$ cat config.mk
export PLATFORM = sky130hd
export DESIGN_NAME = pattern_generator
export DESIGN_NICKNAME = d
export VERILOG_FILES = /design/src/rtl/pattern_generator.sv
export SDC_FILE = /design/constraint.sdc
export NUM_CORES = 1
export LEC_CHECK = 0
export ABC_AREA = 0
export BUFFER_PORTS_ARGS = -buffer_cell sky130_fd_sc_hd__buf_2
export CAP_MARGIN = 20
export CORE_AREA = 2 2 131 101
export DETAILED_ROUTE_END_ITERATION = 10
export DIE_AREA = 0 0 133 103
export PLACE_DENSITY_LB_ADDON = 0.25
export SYNTH_ARGS = -nofsm -noshare
export SYNTH_HDL_FRONTEND = slang
export SYNTH_SLANG_ARGS = --single-unit
$ cat constraint.sdc
create_clock -name clk_in -period 3.5 [get_ports clk_in]
set_input_delay 0.175 -clock clk_in [delete_from_list [all_inputs] [get_ports clk_in]]
set_output_delay 0.175 -clock clk_in [all_outputs]
set_load 0.05 [all_outputs]
$ cat src/rtl/pattern_generator.sv
// Triggered test-pattern burst source on a valid/ready stream (inc, dec, Galois LFSR, walking-one).
// Optional last-word flag port last_out is enabled by defining PATGEN_LAST_EN.
module pattern_generator #(
  parameter int          DATA_W      = 32,
  parameter int          LEN_W       = 16,
  parameter logic [31:0] LFSR_TAPS   = 32'h80200003,
  parameter int          DEFAULT_LEN = 2048
) (
  input  logic              clk_in,
  input  logic              rst_in,
  input  logic              trigger_in,
  input  logic [1:0]        mode_in,
  input  logic [LEN_W-1:0]  burst_len_in,
  input  logic [DATA_W-1:0] seed_in,
  output logic [DATA_W-1:0] data_out,
  output logic              valid_out,
  input  logic              ready_in,
  output logic              busy_out,
  output logic              done_out
`ifdef PATGEN_LAST_EN
  ,
  output logic              last_out
`endif
);

  localparam int DEF_W = $clog2(DEFAULT_LEN + 1);
  localparam int CNT_W = (LEN_W > DEF_W) ? LEN_W : DEF_W;
  localparam logic [DATA_W-1:0] TAPS = DATA_W'(LFSR_TAPS);

  if (DATA_W < 2) begin : g_bad_data_w
    $error("DATA_W must be at least 2");
  end
  if (DEFAULT_LEN < 1 || (64'(DEFAULT_LEN) >> CNT_W) != 64'd0) begin : g_bad_default_len
    $error("DEFAULT_LEN must be in 1 .. 2**CNT_W-1");
  end

  typedef enum logic [1:0] {IDLE, RUN, DONE} state_t;

  state_t            state;
  logic              trig_prev;
  logic              trig_edge;
  logic [1:0]        mode_r;
  logic [CNT_W-1:0]  len_r;
  logic [CNT_W-1:0]  cnt;
  logic [CNT_W-1:0]  eff_len;

  // Galois LFSR shifts right; the feedback mask is applied when the dropped bit is set.
  function automatic logic [DATA_W-1:0] next_word(input logic [1:0] m, input logic [DATA_W-1:0] d);
    logic [DATA_W-1:0] r;
    case (m)
      2'd0:    r = d + DATA_W'(1);
      2'd1:    r = d - DATA_W'(1);
      2'd2:    r = d[0] ? ((d >> 1) ^ TAPS) : (d >> 1);
      default: r = {d[DATA_W-2:0], d[DATA_W-1]};
    endcase
    return r;
  endfunction

  // A zero seed would freeze the LFSR and give an empty walking-one pattern.
  function automatic logic [DATA_W-1:0] first_word(input logic [1:0] m, input logic [DATA_W-1:0] s);
    logic [DATA_W-1:0] r;
    r = s;
    if (s == '0 && m == 2'd2) r = '1;
    if (s == '0 && m == 2'd3) r = DATA_W'(1);
    return r;
  endfunction

  assign trig_edge = trigger_in & ~trig_prev;
  assign eff_len   = (burst_len_in == '0) ? CNT_W'(DEFAULT_LEN) : CNT_W'(burst_len_in);

  always_ff @(posedge clk_in or posedge rst_in) begin
    if (rst_in) begin
      state     <= IDLE;
      trig_prev <= 1'b0;
      mode_r    <= '0;
      len_r     <= '0;
      cnt       <= '0;
      data_out  <= '0;
      valid_out <= 1'b0;
      busy_out  <= 1'b0;
      done_out  <= 1'b0;
`ifdef PATGEN_LAST_EN
      last_out  <= 1'b0;
`endif
    end else begin
      trig_prev <= trigger_in;
      done_out  <= 1'b0;
      case (state)
        IDLE: begin
          if (trig_edge) begin
            mode_r    <= mode_in;
            len_r     <= eff_len;
            cnt       <= '0;
            data_out  <= first_word(mode_in, seed_in);
            valid_out <= 1'b1;
            busy_out  <= 1'b1;
            state     <= RUN;
`ifdef PATGEN_LAST_EN
            last_out  <= (eff_len == CNT_W'(1));
`endif
          end
        end
        RUN: begin
          if (valid_out && ready_in) begin
            if (cnt == len_r - CNT_W'(1)) begin
              valid_out <= 1'b0;
              done_out  <= 1'b1;
              state     <= DONE;
`ifdef PATGEN_LAST_EN
              last_out  <= 1'b0;
`endif
            end else begin
              cnt      <= cnt + CNT_W'(1);
              data_out <= next_word(mode_r, data_out);
`ifdef PATGEN_LAST_EN
              last_out <= (cnt + CNT_W'(2) == len_r);
`endif
            end
          end
        end
        DONE: begin
          busy_out <= 1'b0;
          state    <= IDLE;
        end
        default: state <= IDLE;
      endcase
    end
  end

endmodule

# == After elaboration in Yosys (flattened, before gate mapping) ==
# Cells that the tools add are included.
# totals
ff_bits,72
inputBits,54
# classes
mux,25
add_sub_neg,4
reduce_logical,14
n_bitwise,3
n_eq_ne,11
# ops
operator,count
2-to-1 mux 32 bit,6
one-hot mux 32 bit (3 select lines),1
2-to-1 mux 16 bit,4
one-hot mux 32 bit (2 select lines),1
"adder 32 x 1 -> 32 bit, second input constant",1
zero test 32 bit,1
one-hot mux 16 bit (2 select lines),1
"subtractor 32 x 1 -> 32 bit, second input constant",1
"adder 16 x 1 -> 16 bit, second input constant",1
equality test 16 bit,1
zero test 16 bit,1
"subtractor 16 x 1 -> 16 bit, second input constant",1
"equality test 2 bit, second input constant",4
"!= test 2 bit, second input constant",4
AND reduction 4 bit,2
2-to-1 mux 1 bit,6
2-to-1 mux 2 bit,3
"equality test 2 x 1 -> 1 bit, second input constant",2
zero test 2 bit,2
NOT 3 -> 4 bit,1
one-hot mux 1 bit (2 select lines),2
one-hot mux 2 bit (2 select lines),1
AND reduction 2 bit,2
nonzero test 2 bit,2
4 further kinds,6

# == Depth between registers and ports, before layout ==
# logic_depth
ltp_word,6
mapped_depth,17
mapped_depth_nobuf,11

# == Worst setup path after synthesis ==
# No wires, ideal clock.
# synth_timing
kind,register to register
from,register mode_r[0]
to,register data_out[28]
stages_incl_launch_ff,18
n_path_buf,6
t_arrival_ps,3425
setup_slack_ps,-48
cell_sequence,dfrtp_1 -> clkbuf_1 -> nand2b_1 -> clkbuf_1 -> buf_2 -> buf_2 -> buf_2 -> xnor2_1 -> ha_1 -> buf_1 -> and3_1 -> a211oi_1 -> a221oi_1 -> o211ai_1 -> nand2_1 -> o41ai_1 -> a41oi_1 -> o22a_1
# synth_between
elab_chain_cells,5
word_cells_on_any_way,7
cone_classes,eq/ne (2); mux (4); reduce/logical (1)
# synth_lines
item,line_no,rtl
"start, declared",42,logic [1:0] mode_r;
"start signal, assigned",91,mode_r <= mode_in;
equality test 2 bit (tied with other cells),50,case (m)
one-hot mux 32 bit (3 select lines) (*),50,
2-to-1 mux 32 bit (*),105,if (cnt == len_r - CNT_W'(1)) begin
2-to-1 mux 32 bit (*),104,if (valid_out && ready_in) begin
one-hot mux 32 bit (2 select lines) (*),88,case (state)
"end signal, assigned",94,"data_out <= first_word(mode_in, seed_in);"
"end signal, assigned",114,"data_out <= next_word(mode_r, data_out);"
"end, declared",15,"output logic [DATA_W-1:0] data_out,"
# Mark *: on every way between the ends. The rest lies on a longest branch, timed or not. The select of a mux whose other input is x is not followed.
# A chain may end at the register's enable or synchronous reset.

# == Worst setup path after layout ==
# layout_timing
from,register len_r[0]
to,register data_out[24]
# layout_between
elab_chain_cells,4
# layout_lines
item,line_no,rtl
"start, declared",43,logic [CNT_W-1:0] len_r;
"start signal, assigned",92,len_r <= eff_len;
subtractor 16 x 1 -> 16 bit,105,
equality test 16 bit,105,
!= test 2 bit (no source line),-,
AND reduction 4 bit (no source line),-,
# No other way between the ends.

==> flow_metrics.tcl <==
set metrics [dict create \
    pin_count_of_the_biggest_net_entering_global_routing 59 \
    dieArea_sq_um 13700 \
    final-max-slew-violation-count 0 \
    ir_drop_mv 0.505 \
    drt-wirelength-per-cell_um 19.0 \
    drt_drc_violations_left 0 \
    initial_core_util_pct 51.1 \
    post-cts-setup-buffers 0 \
    slew_headroom_pct 36.2 \
    synth_largest_type_area_fraction_pct 28.1 \
    synth.area.top_cells "sky130_fd_sc_hd__dfrtp_1 28%, sky130_fd_sc_hd__nand2_1 7.6%, sky130_fd_sc_hd__o21ai_0 4.6%" \
    synthToLayoutAreaGrowth_pct 14.6 \
    whs_endpoint "len_r[6]$_DFFE_PP0P_" \
    max_cap_violations 0 \
    vias_in_the_first_global_route 6043 \
    mostFrequentLayoutCell "sky130_fd_sc_hd__nand2_1" \
    vias 6970 \
    r2r_end "data_out[24]$_DFFE_PP0P_" \
    timing.critical_path.arrival_ns 3.47 \
    drtIter0Drc 819 \
    endpoint_kind "flop" \
    worstSetupStartpointType "flop" \
    gp_congestion 1.00 \
    yosysWarnings 0 \
    post-route-min-period_ns 3.24 \
    clock-root-buffer "sky130_fd_sc_hd__clkbuf_16" \
    drt-vias-per-instance 6.37 \
    clock_slew_at_reported_path_ffs_ns 0.06 \
    number_of_synthesized_flops_with_an_enable_pin 0 \
    die-width_um 133 \
    num-fill-cells 1186 \
    use_met1_pct 47.7 \
    powerDensity_nw_per_um2 989 \
    ant_nets 0 \
    synthFlopType "sky130_fd_sc_hd__dfrtp_1" \
    place_worst_setup_slack_ns 0.362 \
    number_of_antenna_violations_at_the_first_check_in_global_routing 0 \
    die_height_um 103 \
    nNetsFinal 975 \
    yosysSeqAreaShare_pct 28.1 \
    globalRouteTotalUtil_pct 30.6 \
    floorplan.core_area_sq_um 12600 \
    clock_skew_ns 0.00489 \
    synthDominantAreaCellType "sky130_fd_sc_hd__dfrtp_1" \
    r2r_slack_ns 0.26 \
    clock_path_buffers 2 \
    drt_wl_total_um 20800 \
    rsz0062_at_grt "false" \
    tritoncts "yes" \
    setup_viol 0 \
    synth.net_count 917 \
    floorplan.io_pins 89 \
    grt_remaining_overflow 0 \
    synthesis.area_per_instance_sq_um 7.46 \
    top_usage_layer "met1" \
    timing.fmax_ghz 0.308 \
    drive_gt1_share_pct 18.6 \
    crit_required_ns 3.72 \
    final_hold_viol_count 0 \
    netlist_instances 860 \
    outcome "finished clean" \
    met3_usage_pct 6.98 \
    totalNegativeSetupSlack_ns 0 \
    hold_start "burst_len_in[6]" \
    placement_rows 36 \
    number_of_synthesized_register_bits 72 \
    placement.io_buffers 88 \
    postSynth.asyncResetShare_pct 100 \
    drtPass1Iterations 6 \
    min_path_cells 3 \
    num_antenna_cells 0 \
    clk-insertion-delay-late_ns 0.34 \
    regArea_sq_um 1800 \
    worst-r2r-cell-count 11 \
    multi_input_logic_area_sq_um 4270 \
    grt_first_pass_wirelength_um 33000 \
    cts_inserted_buffers 9 \
    h_tree_depth 3 \
    layout_common_cells "130 x sky130_fd_sc_hd__nand2_1, 88 x sky130_fd_sc_hd__buf_2, 71 x sky130_fd_sc_hd__dfrtp_1" \
    detailedPlacementHpwl_um 14800 \
    tightest_slew_ns 0.954 \
    worst_r2r_startpoint "len_r[0]$_DFFE_PP0P_" \
    p_leak_uw 0.00304 \
    grt_use_met2_pct 42.3 \
    synth_cell_types 81 \
    period_share_pct 92.7 \
    fin_ws_ns 0.257 \
    numClockSinks 72 \
    critical_path_peak_fanout 46 \
    critical_path_class "reg -> reg" \
    mappedNetlistArea_sq_um 6420 \
    timing.hold.worst.class "in -> reg" \
]
worst max path at each step:
stage	from	end	slack, ns
finish	len_r[0]$_DFFE_PP0P_	data_out[24]$_DFFE_PP0P_	0.26
global route	mode_r[1]$_DFFE_PP0P_	data_out[28]$_DFFE_PP0P_	0.03
CTS	len_r[0]$_DFFE_PP0P_	data_out[24]$_DFFE_PP0P_	0.31
detailed placement	len_r[0]$_DFFE_PP0P_	data_out[24]$_DFFE_PP0P_	0.36
global placement	len_r[0]$_DFFE_PP0P_	data_out[24]$_DFFE_PP0P_	0.42
floorplan	mode_r[0]$_DFFE_PP0P_	data_out[28]$_DFFE_PP0P_	0.05
state kept, by name (all words and copies together), names as in the netlist:
signal,cells
data_out,32
cnt,16
len_r,16
mode_r,2
state,2
busy_out,1
done_out,1
trig_prev,1
valid_out,1
where the power goes:
| part | total (uW) | internal, uW | leakage, uW | switching, uW |
|---|---|---|---|---|
| sequential | 1730 | 1130 | 0.000893 | 593 |
| combinational | 4600 | 1660 | 0.00200 | 2940 |
| clock | 950 | 555 | 0.000139 | 395 |
per-layer routing:
layer | routed length (um) | vias to the layer above
met5 | 0 | -
met4 | 336 | 0
met3 | 2270 | 28
met2 | 8270 | 354
met1 | 9880 | 3275
li1 | - | 3313
critical path, cell delays in order, from the launching register on:
cell and delay, ns:
sky130_fd_sc_hd__dfrtp_1 0.41, sky130_fd_sc_hd__inv_1 0.09, sky130_fd_sc_hd__ha_1 0.26, sky130_fd_sc_hd__nor4b_4 0.39, sky130_fd_sc_hd__nand2_1 0.14, sky130_fd_sc_hd__or4b_1 0.51, sky130_fd_sc_hd__o21ai_0 0.10, sky130_fd_sc_hd__nand4b_1 0.24
sky130_fd_sc_hd__o21ai_4 0.29, sky130_fd_sc_hd__buf_12 0.23, sky130_fd_sc_hd__o41ai_1 0.10, sky130_fd_sc_hd__a221o_1 0.34
cells by family after synthesis:
| kind of cell | count (synthesis) | synth area share (%) |
|---|---|---|
| compound gates | 251 | 26.1 |
| mux | 24 | 3.94 |
| xor+xnor | 40 | 5.46 |
| fa+ha+maj | 3 | 0.585 |
| simple gates | 380 | 30.1 |
| buf+inv | 90 | 5.77 |
| flops | 72 | 28.1 |
synth_stat cells (11+ instances only):
cell type / n
sky130_fd_sc_hd__or3_1: 16
sky130_fd_sc_hd__o22ai_1: 21
sky130_fd_sc_hd__nor3_1: 28
sky130_fd_sc_hd__nor2_1: 66
sky130_fd_sc_hd__dfrtp_1: 72
sky130_fd_sc_hd__o31ai_1: 16
sky130_fd_sc_hd__xor2_1: 16
sky130_fd_sc_hd__o21ai_0: 59
sky130_fd_sc_hd__buf_2: 11
sky130_fd_sc_hd__and3_1: 16
sky130_fd_sc_hd__or4_1: 17
sky130_fd_sc_hd__a31oi_1: 14
sky130_fd_sc_hd__nand4_1: 13
sky130_fd_sc_hd__a21oi_1: 44
sky130_fd_sc_hd__nor4_1: 18
sky130_fd_sc_hd__inv_1: 15
sky130_fd_sc_hd__nand2_1: 130
sky130_fd_sc_hd__nand3_1: 26
sky130_fd_sc_hd__mux2i_1: 14
sky130_fd_sc_hd__clkbuf_1: 53
sky130_fd_sc_hd__xnor2_1: 24
through the flow:
| step | util [%] | total power [uW] | area, sq um | hold slack, ns | std cells |
|---|---|---|---|---|---|
| 5_1_grt | 58.5 | 7810 | 7360 | 0.0348 | 1094 |
| 3_3_place_gp | 56.0 | 6140 | 7040 | 0.246 | 1076 |
| 6_report | 58.5 | 7270 | 7360 | 0.0383 | 1094 |
| 2_1_floorplan | - | 5080 | 6420 | 0.206 | 860 |
| 4_1_cts | 58.5 | 7180 | 7360 | 0.0297 | 1094 |
| 3_5_place_dp | 56.0 | 6210 | 7040 | 0.247 | 1076 |
cell type report:
type                    count  area share, %
multi-input cells         698           58.0
flip-flops and latches     72           24.5
repair buffers            121           9.76
clock buffers              10           3.11
well taps                 171           2.91
clock inverters             6          0.918
inverters                  16          0.816
what timing repair did:
item,in CTS,in global routing
hold buffers,2,0
endpoints found under the hold margin,24,0
gates resized for setup,0,0
No activity file was read; power rests on OpenSTA's default activity.
